`src/rtl/timecode_sequencer.sv`:
```
// Timecode sequencer: keeps an hours:minutes:seconds:frames time value,
// captures its 80-bit LTC word from an external encoder and sends it
// LSB first as a biphase-mark serial stream, advancing the time after
// each transmitted frame.
module timecode_sequencer #(
    parameter int FPS = 25
) (
    input  logic        clk,
    input  logic        rst_n,
    input  logic        run,
    input  logic        half_tick,
    input  logic        preset_valid,
    output logic        preset_ready,
    input  logic [3:0]  preset_hours,
    input  logic [6:0]  preset_minutes,
    input  logic [6:0]  preset_seconds,
    input  logic [23:0] preset_frames,
    output logic [3:0]  enc_hours,
    output logic [6:0]  enc_minutes,
    output logic [6:0]  enc_seconds,
    output logic [23:0] enc_frames,
    input  logic [79:0] enc_timecode,
    output logic        ltc_out,
    output logic        busy,
    output logic        frame_done
);

    typedef enum logic [1:0] {
        IDLE,
        LOAD,
        SHIFT
    } state_e;

    localparam logic [23:0] FRAME_LIMIT = 24'(FPS);
    localparam logic [23:0] FRAME_LAST  = 24'(FPS - 1);

    state_e      state_q, state_d;
    logic [79:0] shift_q;
    logic [6:0]  bit_idx_q;
    logic        half_sel_q;
    logic        ltc_q;
    logic        frame_done_q;
    logic [3:0]  hours_q;
    logic [6:0]  minutes_q;
    logic [6:0]  seconds_q;
    logic [23:0] frames_q;

    logic presetXfer;
    logic frameEnd;

    assign presetXfer = preset_valid && (state_q == IDLE);
    assign frameEnd   = (state_q == SHIFT) && half_tick && half_sel_q
                        && (bit_idx_q == 7'd79);

    // State register.
    always_ff @(posedge clk or negedge rst_n) begin
        if (!rst_n) begin
            state_q <= IDLE;
        end else begin
            state_q <= state_d;
        end
    end

    // Next-state logic; a preset in IDLE wins over run for that cycle.
    always_comb begin
        state_d = state_q;
        case (state_q)
            IDLE:    if (!presetXfer && run) state_d = LOAD;
            LOAD:    state_d = SHIFT;
            SHIFT:   if (frameEnd) state_d = run ? LOAD : IDLE;
            default: state_d = IDLE;
        endcase
    end

    // State-decoded handshake and status outputs.
    always_comb begin
        preset_ready = (state_q == IDLE);
        busy         = (state_q == LOAD) || (state_q == SHIFT);
    end

    // Serialiser: capture in LOAD, biphase-mark toggling on half ticks in SHIFT.
    always_ff @(posedge clk or negedge rst_n) begin
        if (!rst_n) begin
            shift_q      <= '0;
            bit_idx_q    <= '0;
            half_sel_q   <= 1'b0;
            ltc_q        <= 1'b0;
            frame_done_q <= 1'b0;
        end else begin
            frame_done_q <= frameEnd;
            if (state_q == LOAD) begin
                shift_q    <= enc_timecode;
                bit_idx_q  <= '0;
                half_sel_q <= 1'b0;
            end else if (state_q == SHIFT && half_tick) begin
                if (!half_sel_q) begin
                    ltc_q      <= ~ltc_q;
                    half_sel_q <= 1'b1;
                end else begin
                    if (shift_q[0]) begin
                        ltc_q <= ~ltc_q;
                    end
                    half_sel_q <= 1'b0;
                    shift_q    <= {1'b0, shift_q[79:1]};
                    bit_idx_q  <= bit_idx_q + 7'd1;
                end
            end
        end
    end

    // Time registers: clamped preset load in IDLE, carry-chain increment at frame end.
    always_ff @(posedge clk or negedge rst_n) begin
        if (!rst_n) begin
            hours_q   <= '0;
            minutes_q <= '0;
            seconds_q <= '0;
            frames_q  <= '0;
        end else if (presetXfer) begin
            hours_q   <= preset_hours;
            minutes_q <= (preset_minutes > 7'd59) ? 7'd0 : preset_minutes;
            seconds_q <= (preset_seconds > 7'd59) ? 7'd0 : preset_seconds;
            frames_q  <= (preset_frames >= FRAME_LIMIT) ? 24'd0 : preset_frames;
        end else if (frameEnd) begin
            if (frames_q == FRAME_LAST) begin
                frames_q <= '0;
                if (seconds_q == 7'd59) begin
                    seconds_q <= '0;
                    if (minutes_q == 7'd59) begin
                        minutes_q <= '0;
                        hours_q   <= hours_q + 4'd1;
                    end else begin
                        minutes_q <= minutes_q + 7'd1;
                    end
                end else begin
                    seconds_q <= seconds_q + 7'd1;
                end
            end else begin
                frames_q <= frames_q + 24'd1;
            end
        end
    end

    assign enc_hours   = hours_q;
    assign enc_minutes = minutes_q;
    assign enc_seconds = seconds_q;
    assign enc_frames  = frames_q;
    assign ltc_out     = ltc_q;
    assign frame_done  = frame_done_q;

endmodule

```
`config.mk`:
```
export PLATFORM = sky130hd
export DESIGN_NAME = timecode_sequencer
export DESIGN_NICKNAME = d
export VERILOG_FILES = /design/src/rtl/timecode_sequencer.sv
export SDC_FILE = /design/constraint.sdc
export NUM_CORES = 1
export LEC_CHECK = 0
export ABC_CLOCK_PERIOD_IN_PS = 4400
export BUFFER_PORTS_ARGS = -buffer_cell sky130_fd_sc_hd__buf_2
export CORE_MARGIN = 3
export CORE_UTILIZATION = 58
export CTS_CLUSTER_DIAMETER = 120
export CTS_CLUSTER_SIZE = 12
export DETAILED_ROUTE_END_ITERATION = 16
export GPL_TIMING_DRIVEN = 1
export HOLD_SLACK_MARGIN = 0.1
export MAX_ROUTING_LAYER = met4
export PLACE_DENSITY = 0.86
export SYNTH_ARGS = -nofsm -noshare
export SYNTH_HDL_FRONTEND = slang
export SYNTH_SLANG_ARGS = --single-unit
```
`constraint.sdc`:
```
create_clock -name clk -period 4.4 [get_ports clk]
set_clock_uncertainty 0.15 [all_clocks]
set_input_delay 0.88 -clock clk [delete_from_list [all_inputs] [get_ports clk]]
set_output_delay 0.88 -clock clk [all_outputs]
set_load 0.1 [all_outputs]
```
* Word-level counts from Yosys, hierarchy flattened *
Cells that the tools add are included.

storage, ports and cells
  register bits after elaboration = 134
  bits of input ports = 127
  output and inout port bits = 46
  word-level logic and storage cells = 84

operators by class
  $add $sub $neg = 5
  $lt $le $gt $ge = 3
  equal/unequal tests = 9
  muxes and demuxes = 35
  bitwise operators = 2
  reduce and logical (&&, ||, !) cells = 20

operators by type and width
  operator                                                                          number
  80-bit 2-to-1 mux                                                                 3
  7-bit 2-to-1 mux                                                                  14
  24-bit 2-to-1 mux                                                                 4
  24-bit by 1-bit adder with 24-bit output (second input constant)                  1
  24-bit by 5-bit equality test with 1-bit output (second input constant)           1
  24-bit by 5-bit >= comparator with 1-bit output (second input constant)           1
  7-bit by 1-bit adder with 7-bit output (second input constant)                    3
  4-bit 2-to-1 mux                                                                  5
  7-bit by 6-bit equality test with 1-bit output (second input constant)            2
  7-bit by 6-bit greater-than comparator with 1-bit output (second input constant)  2
  2-bit nonzero test                                                                6
  7-bit equality test (second input constant)                                       1
  1-bit 2-to-1 mux                                                                  6
  2-bit case mux with 3 select lines                                                1
  2-bit AND reduction                                                               3
  3-bit AND reduction                                                               2
  1-bit logical AND                                                                 5
  4-bit by 1-bit adder with 4-bit output (second input constant)                    1
  2-bit 2-to-1 mux                                                                  2
  2-bit inequality test (second input constant)                                     2
  4-bit AND reduction                                                               1
  2-bit by 1-bit equality test with 1-bit output (second input constant)            1
  2-bit equality test (second input constant)                                       1
  2-bit logical NOT                                                                 1
  4 further kinds                                                                   5

* Logic depth before layout (Yosys ltp) *
  depth after elaboration = 6
  depth in mapped cells = 10
  mapped depth without buffers = 8

* Worst setup path after synthesis *
OpenSTA, ideal clock, no wires.

  kind = reg-to-reg
  start point = reg minutes_q[1] (netlist: enc_minutes[1])
  end point = reg hours_q[3] (netlist: enc_hours[3])
  setup time = 82 ps
  data arrival time = 2,856 ps
  slack = 1,312 ps
  stages on the path, launching flop included = 7
  buffers on the path = 0
  clock period less this slack = 3,088 ps
  cell sequence = dfrtp_1 -> ha_1 -> nor4bb_1 -> nand3_1 -> or3_4 -> or4_1 -> a31oi_1

between the ends
  cells in the longest elaborated chain, start to end = 3

RTL lines
  element                                         RTL line  source
  from (decl)                                     44        logic [6:0] minutes_q;
  from (signal assigned)                          120       minutes_q <= (preset_minutes > 7'd59) ? 7'd0 : preset_minutes;
  from (signal assigned)                          132       minutes_q <= minutes_q + 7'd1;
  7-bit by 6-bit equality test with 1-bit output  128       if (minutes_q == 7'd59) begin
  2-bit nonzero test (no source line)             n/a
  4-bit AND reduction (no source line)            n/a
  to (signal assigned)                            119       hours_q <= preset_hours;
  to (signal assigned)                            130       hours_q <= hours_q + 4'd1;
  to (decl)                                       43        logic [3:0] hours_q;

Every way passes these cells.
A chain may end at the register's enable or synchronous reset.

* Worst setup path in the final report *
  start point = reg state_q[0]
  end point = reg minutes_q[0] (netlist: enc_minutes[0])

between the ends
  cells in the longest elaborated chain, start to end = 6

RTL lines
  element                               RTL line  source
  from (decl)                           37        state_e state_q, state_d;
  from (signal assigned)                60        state_q <= state_d;
  2-bit equality test                   52        assign frameEnd = (state_q == SHIFT) && half_tick && half_sel_q
  1-bit logical AND (2 in series)       52
  1-bit logical AND                     53        && (bit_idx_q == 7'd79);
  named net frameEnd                    49        logic frameEnd;
  2-bit nonzero test (no source line)   n/a
  3-bit AND reduction (no source line)  n/a

The timed path passes the listed nets, and every way through them passes these cells.

==> metrics.md <==
| Metric | Value |
|---|---|
| Die footprint | `0.0132 mm²` |
| WHS | `334 ps` |
| Critical path class | `reg2reg` |
| Max_slew headroom | `25.1%` |
| Sequential fraction of the synthesis area | `48.9%` |
| CTS tree | `built` |
| Mapped Area | `0.00685 mm²` |
| Slew Viols, Final | `0` |
| CTS Hold Bufs | `0` |
| MaxCap Viol Count | `0` |
| CTS clk-pin slew, worst paths | `60 ps` |
| Status | `completed` |
| Initial antenna violation count | `0` |
| Tot GR Track Use | `25.5%` |
| CTS Buffer Depth | `2` |
| Post-synthesis mux area share | `11.9%` |
| IO Count | `173` |
| Setup_tns | `0 ps` |
| Drt wl/cell | `15.6 µm` |
| Clk Latency, worst-skew pair | `400 ps` |
| Drc violations | `0` |
| Pre-antenna DRT Iters | `5` |
| Share of layout cells above drive strength 1 | `24.8%` |
| Core footprint | `0.0115 mm²` |
| Top FF cell, synth | `dfrtp_1` |
| CP max FO | `13` |
| Fill cells | `868` |
| Complex-gate fraction of the synthesized area | `14.6%` |
| Synth area leader | `dfrtp_1` |
| Minimum clock period | `2970 ps` |
| Cell row count | `39` |
| Clk sink count | `134` |
| RSZ-0062 raised after global routing | `false` |
| Post-CTS Setup Bufs | `0` |
| CP max stage cell | `or3_1` |
| Vias per cell | `5.77` |
| Final period util | `67.5%` |
| Global-route wire length before repair | `26.2 mm` |
| Initial Utilization | `59.8%` |
| HP Class | `reg2reg` |
| Max Freq | `337 MHz` |
| Post-Synthesis Cells | `721` |
| Yosys cell types | `55` |
| Most frequent cells in the layout | `buf_2, dfrtp_1, nand2_1` |
| Root buffer cell | `clkbuf_16` |
| Largest cells by area after synthesis | `dfrtp_1, mux2i_1, o21ai_0` |
| Max H-tree Level | `4` |
| Pwr Density | `669 mW/mm²` |
| Final setup viols | `0` |
| Resized cells post-CTS | `0` |
| Warnings from Yosys | `0` |
| Data arrival, critical path | `3100 ps` |
| Simple-gate share of the synthesized area | `18.1%` |
| Via Count | `5,968` |
| # diodes | `0` |
| Placed cell count | `1,003` |
| Critical Path RT | `4540 ps` |
| Filler-free cell count of the finished design | `1,034` |
| Peak VDD IR | `0.613 mV` |
| Port Buffers | `172` |
| Area grow syn2layout | `22.2%` |
| Hpwl dp | `11.1 mm` |
| Die W | `115 µm` |
| Static Leak | `4.34 nW` |
| Layout Utilization | `73.0%` |
| CTS Buf Count | `17` |
| Most common cell after layout, fill and taps aside | `buf_2` |
| Placed Area | `0.00784 mm²` |
| Main combinational cell family by area after synthesis | `simple AND/OR/NAND/NOR gates` |
| Number of synthesized register bits | `134` |
| Grt total ovfl | `0` |
| Post-synth ARST share | `100%` |
| Adder-Cell Fraction of Synth Area | `1.83%` |
| Routed Antenna Nets | `0` |
| Post-synth EDFFs | `0` |
| Top-area cell type share of the netlist area | `48.9%` |
| Final hold violations | `0` |
| Startpoint Class | `register` |
| Crit-path max cell delay | `590 ps` |
| Syn_area_per_cell | `9.50 µm²` |
| Finished layout cell area | `0.00838 mm²` |
| Worst-margin pin slew | `1110 ps` |
| Vias in the first global route | `5,470` |
| Crit-path cells | `inv_1 -> ha_1 -> nand3_4 -> or3_1 -> clkinv_1 -> nand4_1 -> and2_1 -> mux2_2` |
| Syn_nets | `858` |
| Drt total wl | `16.1 mm` |
| DR iter-0 viols | `576` |
| Nets | `1,016` |
| Synth Area in XOR/XNOR | `1.66%` |
| Chip Height | `115 µm` |
| RePlAce Congestion | `0.925` |
| Largest net degree at the start of global routing | `90` |
| Setup crit end kind | `register` |
| Worst R2R Setup Slack | `1430 ps` |
-- layout make-up --
class	instances	area [µm²]	area share, %
timing repair buffer	182	942	11.2
sequential	134	3350	40.0
tap	143	179	2.14
multi-input combinational	534	3320	39.7
clock buffer	18	429	5.12
clock inverter	13	110	1.31
inverter	10	37.5	0.448
-- per-layer routing --
metal | routed length, µm | GRT usage, %
met1 | 6870 | 33.6
met2 | 7810 | 39.9
met3 | 1280 | 6.55
met4 | 123 | 6.42
met5 | 0 | -
-- synthesized netlist by cell type (11+ instances only) --
cell and instances:
nand2_1 118, nor3_1 18, nand3_1 29, dfrtp_1 134, nor4_1 13, o21ai_0 89
mux2i_1 79, nor2_1 34, nand4_1 11, clkbuf_1 34, a31oi_1 14, a21oi_1 21
-- state kept, by name, summed over array words and instances (netlist names) --
name and cells:
shift_q 80, half_sel_q 1, state_q 2, enc_hours 4, ltc_out 1, enc_frames 24
frame_done 1, bit_idx_q 7, enc_minutes 7, enc_seconds 7
-- path summary, 6_finish.rpt --
check                                            start                          to  cells past startpoint
worst max-delay path            state_q[0]$_DFFE_PN0P_  enc_minutes[0]$_DFFE_PN0P_                      8
worst min-delay path               ltc_out$_DFFE_PN0P_         ltc_out$_DFFE_PN0P_                      1
worst max register to register  state_q[0]$_DFFE_PN0P_  enc_minutes[0]$_DFFE_PN0P_                      8
worst min register to register     ltc_out$_DFFE_PN0P_         ltc_out$_DFFE_PN0P_                      1
max in group asynchronous                        rst_n     shift_q[36]$_DFFE_PN0P_                      2
min in group asynchronous                        rst_n  enc_frames[18]$_DFFE_PN0P_                      1
-- worst max-delay path, delay by kind of cell (launching register included) --
kind | cells | cell delay, ps
adder cells (fa/ha/maj) | 1 | 290
flip-flops | 1 | 440
buffers and inverters | 2 | 370
AND/OR/NAND/NOR | 4 | 1300
multiplexers | 1 | 300
-- per-stage QoR --
stage	worst slack (ps)	power [mW]
floorplan	1310	3.77
global placement	1370	4.23
detailed placement	1280	4.31
CTS	1450	5.64
global route	1280	5.97
finish	1430	5.61
-- logic make-up (layout without fill, tap and decap cells) --
logic type                 count (synthesis)  in the layout
and+or+nand+nor                          262            262
xor gates and xnor gates                  13             13
muxes                                     81             81
AOI/OAI and AO/OA                        168            168
buffers and inverters                     53            223
adders and majority gates                 10             10
DFF                                      134            134
-- where the power goes --
group	internal [mW]	switching [mW]
logic	0.661	1.62
clock network	0.769	0.522
registers	1.70	0.338
total	3.13	2.48
Power figures use the tool's default switching activity.
